===== config.mk =====
export PLATFORM = sky130hd
export DESIGN_NAME = seg7_scan_driver
export DESIGN_NICKNAME = d
export VERILOG_FILES = /design/src/rtl/seg7_pkg.sv /design/src/rtl/hex_to_seg7.sv /design/src/rtl/seg7_scan_driver.sv
export SDC_FILE = /design/constraint.sdc
export NUM_CORES = 1
export LEC_CHECK = 0
export BUFFER_PORTS_ARGS = -buffer_cell sky130_fd_sc_hd__buf_2
export CELL_PAD_IN_SITES_DETAIL_PLACEMENT = 0
export CELL_PAD_IN_SITES_GLOBAL_PLACEMENT = 1
export CORE_MARGIN = 2
export CORE_UTILIZATION = 30
export CTS_CLUSTER_DIAMETER = 200
export DETAILED_ROUTE_END_ITERATION = 10
export GPL_TIMING_DRIVEN = 0
export HOLD_SLACK_MARGIN = 0.15
export PLACE_DENSITY = 0.62
export RECOVER_POWER = 100
export REMOVE_ABC_BUFFERS = 1
export SYNTH_ARGS = -nofsm -noshare
export SYNTH_HDL_FRONTEND = slang
export SYNTH_SLANG_ARGS = --single-unit

===== constraint.sdc =====
create_clock -name clk -period 6.4 [get_ports clk]
set_clock_uncertainty 0.15 [all_clocks]
set_input_delay 1.28 -clock clk [delete_from_list [all_inputs] [get_ports clk]]
set_output_delay 1.28 -clock clk [all_outputs]
set_load 0.02 [all_outputs]

===== src/rtl/seg7_pkg.sv =====
// Shared constants and types for the multiplexed seven-segment driver.
// Segment patterns are active-low, ordered {g,f,e,d,c,b,a}.
package seg7_pkg;

  typedef logic [1:0] digit_idx_t;

  localparam logic [6:0] SEG_BLANK = 7'b1111111;
  localparam logic [3:0] AN_OFF    = 4'b1111;

  localparam logic [6:0] HEX_SEG_TABLE [16] = '{
    7'b1000000, 7'b1111001, 7'b0100100, 7'b0110000,
    7'b0011001, 7'b0010010, 7'b0000010, 7'b1111000,
    7'b0000000, 7'b0010000, 7'b0001000, 7'b0000011,
    7'b1000110, 7'b0100001, 7'b0000110, 7'b0001110
  };

  // Active-low one-hot anode pattern selecting a single digit.
  function automatic logic [3:0] an_select(input digit_idx_t idx);
    return ~(4'b0001 << idx);
  endfunction

endpackage


===== src/rtl/hex_to_seg7.sv =====
// Combinational nibble to active-low hex segment pattern decoder.
module hex_to_seg7
  import seg7_pkg::*;
(
  input  logic [3:0] nibble,
  output logic [6:0] seg
);

  assign seg = HEX_SEG_TABLE[nibble];

endmodule


===== src/rtl/seg7_scan_driver.sv =====
// Four-digit common-anode scan driver: frame-coherent input snapshot,
// fixed-rate digit rotation, optional anti-ghosting guard per slot.
module seg7_scan_driver
  import seg7_pkg::*;
#(
  parameter int REFRESH_DIV  = 100000,
  parameter int GUARD_CYCLES = 0
) (
  input  logic        clk,
  input  logic        reset,
  input  logic [15:0] value,
  input  logic [3:0]  blank,
  input  logic [3:0]  dp_in,
  output logic [6:0]  seg,
  output logic        dp,
  output logic [3:0]  an
);

  localparam int CNT_W = $clog2(REFRESH_DIV);
  localparam logic [CNT_W-1:0] CNT_ZERO   = {CNT_W{1'b0}};
  localparam logic [CNT_W-1:0] CNT_ONE    = CNT_W'(1);
  localparam logic [CNT_W-1:0] LAST_CNT   = CNT_W'(REFRESH_DIV - 1);
  localparam logic [CNT_W-1:0] GUARD_LOAD = CNT_W'(GUARD_CYCLES);

  logic [CNT_W-1:0] prescaler_r;
  logic [CNT_W-1:0] guard_cnt_r;
  logic             tick_s;
  logic             capture_s;
  digit_idx_t       idx_r;
  digit_idx_t       nxt_idx_s;

  logic [15:0]      snap_value_r;
  logic [3:0]       snap_blank_r;
  logic [3:0]       snap_dp_r;

  logic [15:0]      sel_value_s;
  logic [3:0]       sel_blank_s;
  logic [3:0]       sel_dp_s;
  logic [3:0]       nibble_s;
  logic [6:0]       dec_seg_s;
  logic [6:0]       slot_seg_s;
  logic             slot_dp_s;

  logic [6:0]       seg_r;
  logic             dp_r;
  logic [3:0]       an_r;

  assign tick_s    = (prescaler_r == LAST_CNT);
  assign nxt_idx_s = digit_idx_t'(idx_r + 2'd1);
  assign capture_s = tick_s && (idx_r == 2'd3);

  // Slot prescaler: wraps every REFRESH_DIV cycles.
  always_ff @(posedge clk) begin
    if (reset) begin
      prescaler_r <= CNT_ZERO;
    end else if (tick_s) begin
      prescaler_r <= CNT_ZERO;
    end else begin
      prescaler_r <= prescaler_r + CNT_ONE;
    end
  end

  // Digit index rotation 0,1,2,3,0...
  always_ff @(posedge clk) begin
    if (reset) begin
      idx_r <= 2'd3;
    end else if (tick_s) begin
      idx_r <= nxt_idx_s;
    end else begin
      idx_r <= idx_r;
    end
  end

  // Frame snapshot, taken only on the edge that starts digit 0.
  always_ff @(posedge clk) begin
    if (reset) begin
      snap_value_r <= 16'h0000;
      snap_blank_r <= 4'h0;
      snap_dp_r    <= 4'h0;
    end else if (capture_s) begin
      snap_value_r <= value;
      snap_blank_r <= blank;
      snap_dp_r    <= dp_in;
    end else begin
      snap_value_r <= snap_value_r;
      snap_blank_r <= snap_blank_r;
      snap_dp_r    <= snap_dp_r;
    end
  end

  // Digit 0 must show the value being captured on this very edge, so
  // bypass the snapshot registers while capturing.
  always_comb begin
    sel_value_s = snap_value_r;
    sel_blank_s = snap_blank_r;
    sel_dp_s    = snap_dp_r;
    if (capture_s) begin
      sel_value_s = value;
      sel_blank_s = blank;
      sel_dp_s    = dp_in;
    end else begin
      sel_value_s = snap_value_r;
      sel_blank_s = snap_blank_r;
      sel_dp_s    = snap_dp_r;
    end
  end

  // Nibble select and blank/dp resolution for the upcoming slot.
  always_comb begin
    nibble_s = 4'h0;
    case (nxt_idx_s)
      2'd0:    nibble_s = sel_value_s[3:0];
      2'd1:    nibble_s = sel_value_s[7:4];
      2'd2:    nibble_s = sel_value_s[11:8];
      2'd3:    nibble_s = sel_value_s[15:12];
      default: nibble_s = 4'h0;
    endcase
    if (sel_blank_s[nxt_idx_s]) begin
      slot_seg_s = SEG_BLANK;
    end else begin
      slot_seg_s = dec_seg_s;
    end
    slot_dp_s = ~sel_dp_s[nxt_idx_s];
  end

  hex_to_seg7 u_hex_to_seg7 (
    .nibble (nibble_s),
    .seg    (dec_seg_s)
  );

  // Output registers; anodes stay dark for the guard window of each slot.
  always_ff @(posedge clk) begin
    if (reset) begin
      seg_r       <= SEG_BLANK;
      dp_r        <= 1'b1;
      an_r        <= AN_OFF;
      guard_cnt_r <= CNT_ZERO;
    end else if (tick_s) begin
      seg_r       <= slot_seg_s;
      dp_r        <= slot_dp_s;
      an_r        <= (GUARD_CYCLES == 0) ? an_select(nxt_idx_s) : AN_OFF;
      guard_cnt_r <= GUARD_LOAD;
    end else if (guard_cnt_r != CNT_ZERO) begin
      seg_r       <= seg_r;
      dp_r        <= dp_r;
      an_r        <= (guard_cnt_r == CNT_ONE) ? an_select(idx_r) : an_r;
      guard_cnt_r <= guard_cnt_r - CNT_ONE;
    end else begin
      seg_r       <= seg_r;
      dp_r        <= dp_r;
      an_r        <= an_r;
      guard_cnt_r <= guard_cnt_r;
    end
  end

  assign seg = seg_r;
  assign dp  = dp_r;
  assign an  = an_r;

endmodule


==> results by group, run 1 <==
Run status
  – Status: complete, but fails checks
  – Violated checks: DRC, capacitance limit, slew limit

Critical path
  – Buf/Inv on CP: 0
  – Worst setup EP type: flop
  – Cell family contributing the most delay on the critical path: simple AND/OR/NAND/NOR gates
  – Slowest cell on crit path: nand2_1
  – Reg2reg path depth: 13
  – Worst path cell trace: ha_1 > and4_1 > and4_1 > nand2_1 > mux2_1 > a22oi_1 > o21ai_0 > ha_1 > or3_1 > a311oi_1 > o211ai_1 > o311ai_1 > nor2_1
  – Required @ worst endpoint: 6.47 ns
  – WS Path Type: flop to flop
  – CP arrival: 5.10 ns
  – CP Max Fanout: 25
  – Worst setup SP type: flop
  – Max incr delay on CP: 0.80 ns
  – WP depth: 13

Timing
  – Final Hold Viols: 0
  – Relative slew slack: -11.1%
  – Min Clock Period, post-route: 5.03 ns
  – Worst Tran Pin Value: 1.67 ns
  – Setup TNS Final: 0 ns
  – Pins Over Slew Limit: 39
  – Fmax: 0.199 GHz
  – Setup Viol. Count Final: 0
  – Final worst-path cycle share: 78.5%
  – Unrepaired setup endpoints after global routing: no

Yosys
  – Syn Area/Cell: 9.01 µm²
  – Seq/Total Area, Yosys: 40.3%
  – Number of flops mapped to enable cells by yosys: 0
  – Most used DFF post-synth: dfxtp_1
  – Yosys reg bits: 72
  – Ranking of synthesized cells by area: dfxtp_1 40%, nor2_1 5.7%, ha_1 4.9%, nand2_1 3.8%, xor2_1 3.7%
  – Post-Synthesis Cells: 397
  – Post-synthesis cell type count: 67
  – Top cell type's share of synthesized area: 40.3%
  – Synth area leader: dfxtp_1
  – Cell Area, Synth: 3580 µm²
  – Synth warn: 0
  – Asr flop ratio synth: 0%

Cells and area
  – Final core utilization: 35.4%
  – Layout fillers: 1201
  – Leading cell types in the layout, fill and taps excluded: 72 x dfxtp_1, 54 x nor2_1, 37 x nand2_1
  – Final Cell Area: 4070 µm²
  – Fin nets: 468
  – Synthesis-to-finish area growth: 13.9%
  – Non-Filler Instances: 576
  – Layout cells sized above 1: 12.0%
  – Most common cell after layout, fill and taps aside: dfxtp_1
  – # diodes: 0

Clock network
  – Post-CTS Resized: 0
  – CTS H-tree depth: 3
  – CTS Hold Buffers Added: 0
  – Setup Fix Bufs, Post-CTS: 0
  – Clock Tree Root: clkbuf_16
  – CTS tree: built
  – # clock sinks: 72
  – Worst-Skew Late Latency: 0.34 ns
  – Clk buf depth: 2
  – CTS Buf Count: 9
  – Worst-path clk slew: 0.06 ns

Routing
  – M1 wire length: 3860 µm
  – Drt initial violations: 101
  – Residual DRC: 1
  – Top sig layer: met4
  – Met3 wire len: 248 µm
  – DR WL/cell: 13.9 µm
  – Met2 Routed Length: 3760 µm
  – Detailed Route WL: 7980 µm
  – TritonRoute pass-1 iters: 7
  – Antenna-violating nets left: 0
  – Via-to-Cell Ratio: 4.99
  – Vias: 2872

Floorplanning
  – Num rows: 39
  – Starting Density: 31.1%
  – Chip Height: 113 µm
  – Die Span X: 113 µm
  – Die ar.: 12800 µm²
  – Core Area: 11500 µm²
  – Top-Level Pins: 38

Min path
  – Hold depth: 2
  – Hold WC Path Type: flop to flop

Placed design
  – GPL Wtd Cong: 0.720
  – Placed cell areas: 3840 µm²
  – Dpl cells: 560
  – HPWL after DPL: 5490 µm
  – Port Buf Inserts: 37

GRT
  – Initial antenna violation count: 0
  – Largest net degree at the start of global routing: 39
  – First-pass GRT wire length: 13800 µm
  – Total track usage: 13.5%
  – Vias in the first global route: 2836
  – Congestion Overflow GR: 0

Power and ir drop
  – PD cells: 237 nW/µm²
  – Pleak: 0.00161 µW
  – Max rail drop VDD: 115 µV

Job
  – Max_cap viols: 1
[worst reg2reg max path: stages, from the launching register on]
cell and delay [ns]:
dfxtp_1 0.37, ha_1 0.22, and4_1 0.30, and4_1 0.64, nand2_1 0.80, mux2_1 0.60, a22oi_1 0.22, o21ai_0 0.31
ha_1 0.39, or3_1 0.38, a311oi_1 0.24, o211ai_1 0.13, o311ai_1 0.11, nor2_1 0.07
[synth_stat cells (5+ instances only)]
cell,count
xor2_1,15
or3_1,7
mux2_2,5
o21ai_0,9
a211oi_1,6
a31oi_1,5
a211o_1,5
xnor2_1,9
nor3_1,9
dfxtp_1,72
nor2b_1,8
clkbuf_1,10
nand2_1,36
inv_1,12
nand3_1,11
mux2i_1,10
ha_1,14
nor2_1,54
nor4_1,5
a21oi_1,21
[power breakdown]
part / switching [µW] / total (µW) / internal (µW)
Combinational: 11.4 / 19.1 / 7.76
Clock: 194 / 495 / 301
Sequential: 1.50 / 451 / 450
Total: 207 / 965 / 759
[layout make-up]
| cell class | instances | area (µm²) | share of cell area (%) |
|---|---|---|---|
| Multi-Input combinational cell | 295 | 1950 | 47.8 |
| Sequential cell | 72 | 1440 | 35.4 |
| Clock buffer | 11 | 233 | 5.71 |
| Tap cell | 143 | 179 | 4.39 |
| Timing Repair Buffer | 37 | 169 | 4.15 |
| Clock inverter | 5 | 57.6 | 1.41 |
| Inverter | 13 | 48.8 | 1.20 |
[metal layers]
metal / track usage (%) / vias to the layer above
met3: 3.80 / 9
met4: 4.63 / 0
met5: 0 / -
met1: 17.3 / 1356
li1: - / 1474
met2: 21.8 / 33
[logic make-up after synthesis]
kind of cell	count (synthesis)	share of synthesized area (%)
muxes	18	5.95
DFF	72	40.3
and+or+nand+nor	161	22.9
xor gates and xnor gates	24	5.88
buffers and inverters	30	4.16
adders and majority gates	14	4.90
AOI/OAI and AO/OA	78	15.9
[stage by stage]
| step | power, µW | worst slack [ns] | hold WS, ns |
|---|---|---|---|
| after floorplan | 467 | 2.79 | 0.276 |
| after global placement | 481 | 2.06 | 0.291 |
| after detailed placement | 481 | 2.07 | 0.296 |
| after CTS | 980 | 2.05 | 0.304 |
| after global routing | 1000 | 0.807 | 0.329 |
| final | 965 | 1.37 | 0.301 |
[sequential cells by signal, summed over array words and instances (netlist names)]
register	count
seg	7
dp	1
idx_r	2
guard_cnt_r	17
snap_value_r	16
snap_blank_r	4
snap_dp_r	4
prescaler_r	17
an	4
[final timing paths]
check	to	slack (ns)	start
setup / recovery	seg[0]	1.37	prescaler_r[0]
hold / removal	snap_blank_r[1]	0.30	snap_blank_r[1]
setup reg to reg	seg[0]	1.37	prescaler_r[0]
hold reg to reg	snap_blank_r[1]	0.30	snap_blank_r[1]
Power figures use the tool's default switching activity.
==> run 2: changes to the inputs <==
- clock period: 6.4 -> 5.01 ns (I/O delays scaled with it)
==> results by group, run 2 (synthesis results as in run 1) <==
Cells and area
  – Fin nets: 468 (unchanged)
  – Leading cell types in the layout, fill and taps excluded: 72 x dfxtp_1, 54 x nor2_1, 36 x nand2_1 (was 72 x dfxtp_1, 54 x nor2_1, 37 x nand2_1)
  – Biggest regs: guard_cnt_r x17, prescaler_r x17, snap_value_r x16 (unchanged)
  – Most common cell after layout, fill and taps aside: dfxtp_1 (unchanged)
  – Final Cell Area: 4080 µm² (was 4070 µm²)
  – Synthesis-to-finish area growth: 14.1% (was 13.9%)
  – # diodes: 0 (unchanged)
  – Layout fillers: 1201 (unchanged)
  – Layout cells sized above 1: 12.7% (was 12.0%)

Critical path
  – R2r startpoint: prescaler_r[0] (unchanged)
  – Cell family contributing the most delay on the critical path: simple AND/OR/NAND/NOR gates (unchanged)
  – Worst setup EP type: flop (unchanged)
  – Slowest cell on crit path: and4_1 (was nand2_1)
  – CP Max Fanout: 25 (unchanged)
  – Required @ worst endpoint: 5.08 ns (was 6.47 ns)
  – Origin of the worst setup path: prescaler_r[0] (unchanged)
  – Reg2reg path depth: 14 (was 13)
  – Buf/Inv on CP: 1 (was 0)
  – WP depth: 14 (was 13)
  – Setup slack, reg-to-reg: 0.64 ns (was 1.37 ns)
  – WS Path Type: flop to flop (unchanged)
  – CP arrival: 4.44 ns (was 5.10 ns)
  – Max incr delay on CP: 0.67 ns (was 0.80 ns)
  – Worst path cell trace: ha_1 > and4_1 > and4_1 > nand2_4 > mux2_1 > a22oi_1 > a22o_1 > inv_2 > ha_1 > or3_1 > a311oi_1 > o211ai_1 > o311ai_0 > nor2_1 (was ha_1 > and4_1 > and4_1 > nand2_1 > mux2_1 > a22oi_1 > o21ai_0 > ha_1 > or3_1 > a311oi_1 > o211ai_1 > o311ai_1 > nor2_1)
  – Worst setup SP type: flop (unchanged)

Run status
  – Status: complete, but fails checks (unchanged)
  – Violated checks: DRC, capacitance limit, slew limit (unchanged)

Clock network
  – CTS Hold Buffers Added: 0 (unchanged)
  – CTS H-tree depth: 3 (unchanged)
  – Worst-Skew Late Latency: 0.34 ns (about the same)
  – Post-CTS Resized: 0 (unchanged)
  – CTS Buf Count: 9 (unchanged)
  – # clock sinks: 72 (unchanged)
  – Worst-path clk slew: 0.06 ns (about the same)
  – Clk buf depth: 2 (unchanged)
  – CTS tree: built (unchanged)
  – Setup Fix Bufs, Post-CTS: 0 (unchanged)
  – Clock Tree Root: clkbuf_16 (unchanged)

Floorplanning
  – Core Area: 11500 µm² (unchanged)
  – Starting Density: 31.1% (unchanged)
  – Num rows: 39 (unchanged)
  – Top-Level Pins: 38 (unchanged)
  – Die Span X: 113 µm (unchanged)
  – Die ar.: 12800 µm² (unchanged)
  – Chip Height: 113 µm (unchanged)

Routing
  – TritonRoute pass-1 iters: 7 (unchanged)
  – Antenna-violating nets left: 0 (unchanged)
  – Residual DRC: 1 (unchanged)
  – Via-to-Cell Ratio: 4.99 (about the same)
  – Vias: 2877 (was 2872)
  – DR WL/cell: 13.9 µm (about the same)
  – Drt initial violations: 100 (was 101)
  – Detailed Route WL: 7990 µm (was 7980 µm)

Placed design
  – HPWL after DPL: 5490 µm (unchanged)
  – Port Buf Inserts: 37 (unchanged)
  – GPL Wtd Cong: 0.720 (unchanged)
  – Placed cell areas: 3840 µm² (unchanged)

Timing
  – Final Hold Viols: 0 (unchanged)
  – Min Clock Period, post-route: 4.37 ns (was 5.03 ns)
  – Final worst-path cycle share: 87.2% (was 78.5%)
  – Worst Tran Pin Value: 1.70 ns (was 1.67 ns)
  – Setup Viol. Count Final: 0 (unchanged)
  – Relative slew slack: -13.1% (was -11.1%)
  – Pins Over Slew Limit: 39 (unchanged)
  – Fmax: 0.229 GHz (was 0.199 GHz)
  – Setup TNS Final: 0 ns (unchanged)
  – Unrepaired setup endpoints after global routing: no (unchanged)

GRT
  – First-pass GRT wire length: 13800 µm (unchanged)
  – Initial antenna violation count: 0 (unchanged)
  – Largest net degree at the start of global routing: 39 (unchanged)
  – Vias in the first global route: 2836 (unchanged)
  – Congestion Overflow GR: 0 (unchanged)
  – Total track usage: 13.5% (unchanged)

Min path
  – Min-delay src: snap_blank_r[1] (unchanged)
  – Hold depth: 2 (unchanged)
  – Hold WC Path Type: flop to flop (unchanged)

Power and ir drop
  – Max rail drop VDD: 147 µV (was 115 µV)
  – PD cells: 302 nW/µm² (was 237 nW/µm²)
  – Pleak: 0.00161 µW (about the same)

Job
  – Max_cap viols: 1 (unchanged)
[run 2: final cells by class]
cell class | instances | area (µm²) | area share (%)
clock buffers | 11 | 233 | 5.70
clock inverters | 5 | 57.6 | 1.41
inverters | 13 | 48.8 | 1.20
multi-input cells | 295 | 1950 | 47.9
flip-flops and latches | 72 | 1440 | 35.3
well taps | 143 | 179 | 4.38
repair buffers | 37 | 169 | 4.14
[run 2: worst paths after layout]
check / endpoint
setup / recovery: seg[0]
hold / removal: snap_blank_r[1]
setup reg to reg: seg[0]
hold reg to reg: snap_blank_r[1]
[run 2: routing by layer]
| layer | global-route usage (%) | vias up | part of all wire [%] |
|---|---|---|---|
| met1 | 17.3 | 1360 | 48 |
| met4 | 4.63 | 0 | 1.4 |
| met2 | 21.8 | 33 | 47 |
| li1 | - | 1475 | - |
| met3 | 3.80 | 9 | 3.1 |
| met5 | 0 | - | 0 |
[run 2: tightest hold or removal path, cell delays in order (launching register included)]
cell     delay, ns
dfxtp_1       0.31
nand2_1       0.05
a21oi_1       0.05
[run 2: power by group]
part	switching (µW)	internal [µW]
combinational	14.6	9.92
clock	247	385
sequential	1.93	575
[run 2: stage by stage]
step	cells	util [%]	hold WS (ns)	setup WS (ns)	total power, µW
floorplan	380	-	0.276	1.40	596
global placement	560	33.4	0.291	0.668	615
detailed placement	560	33.4	0.296	0.677	615
CTS	576	35.9	0.304	0.661	1250
global route	576	35.4	0.329	0.132	1280
finish	576	35.4	0.301	0.644	1230
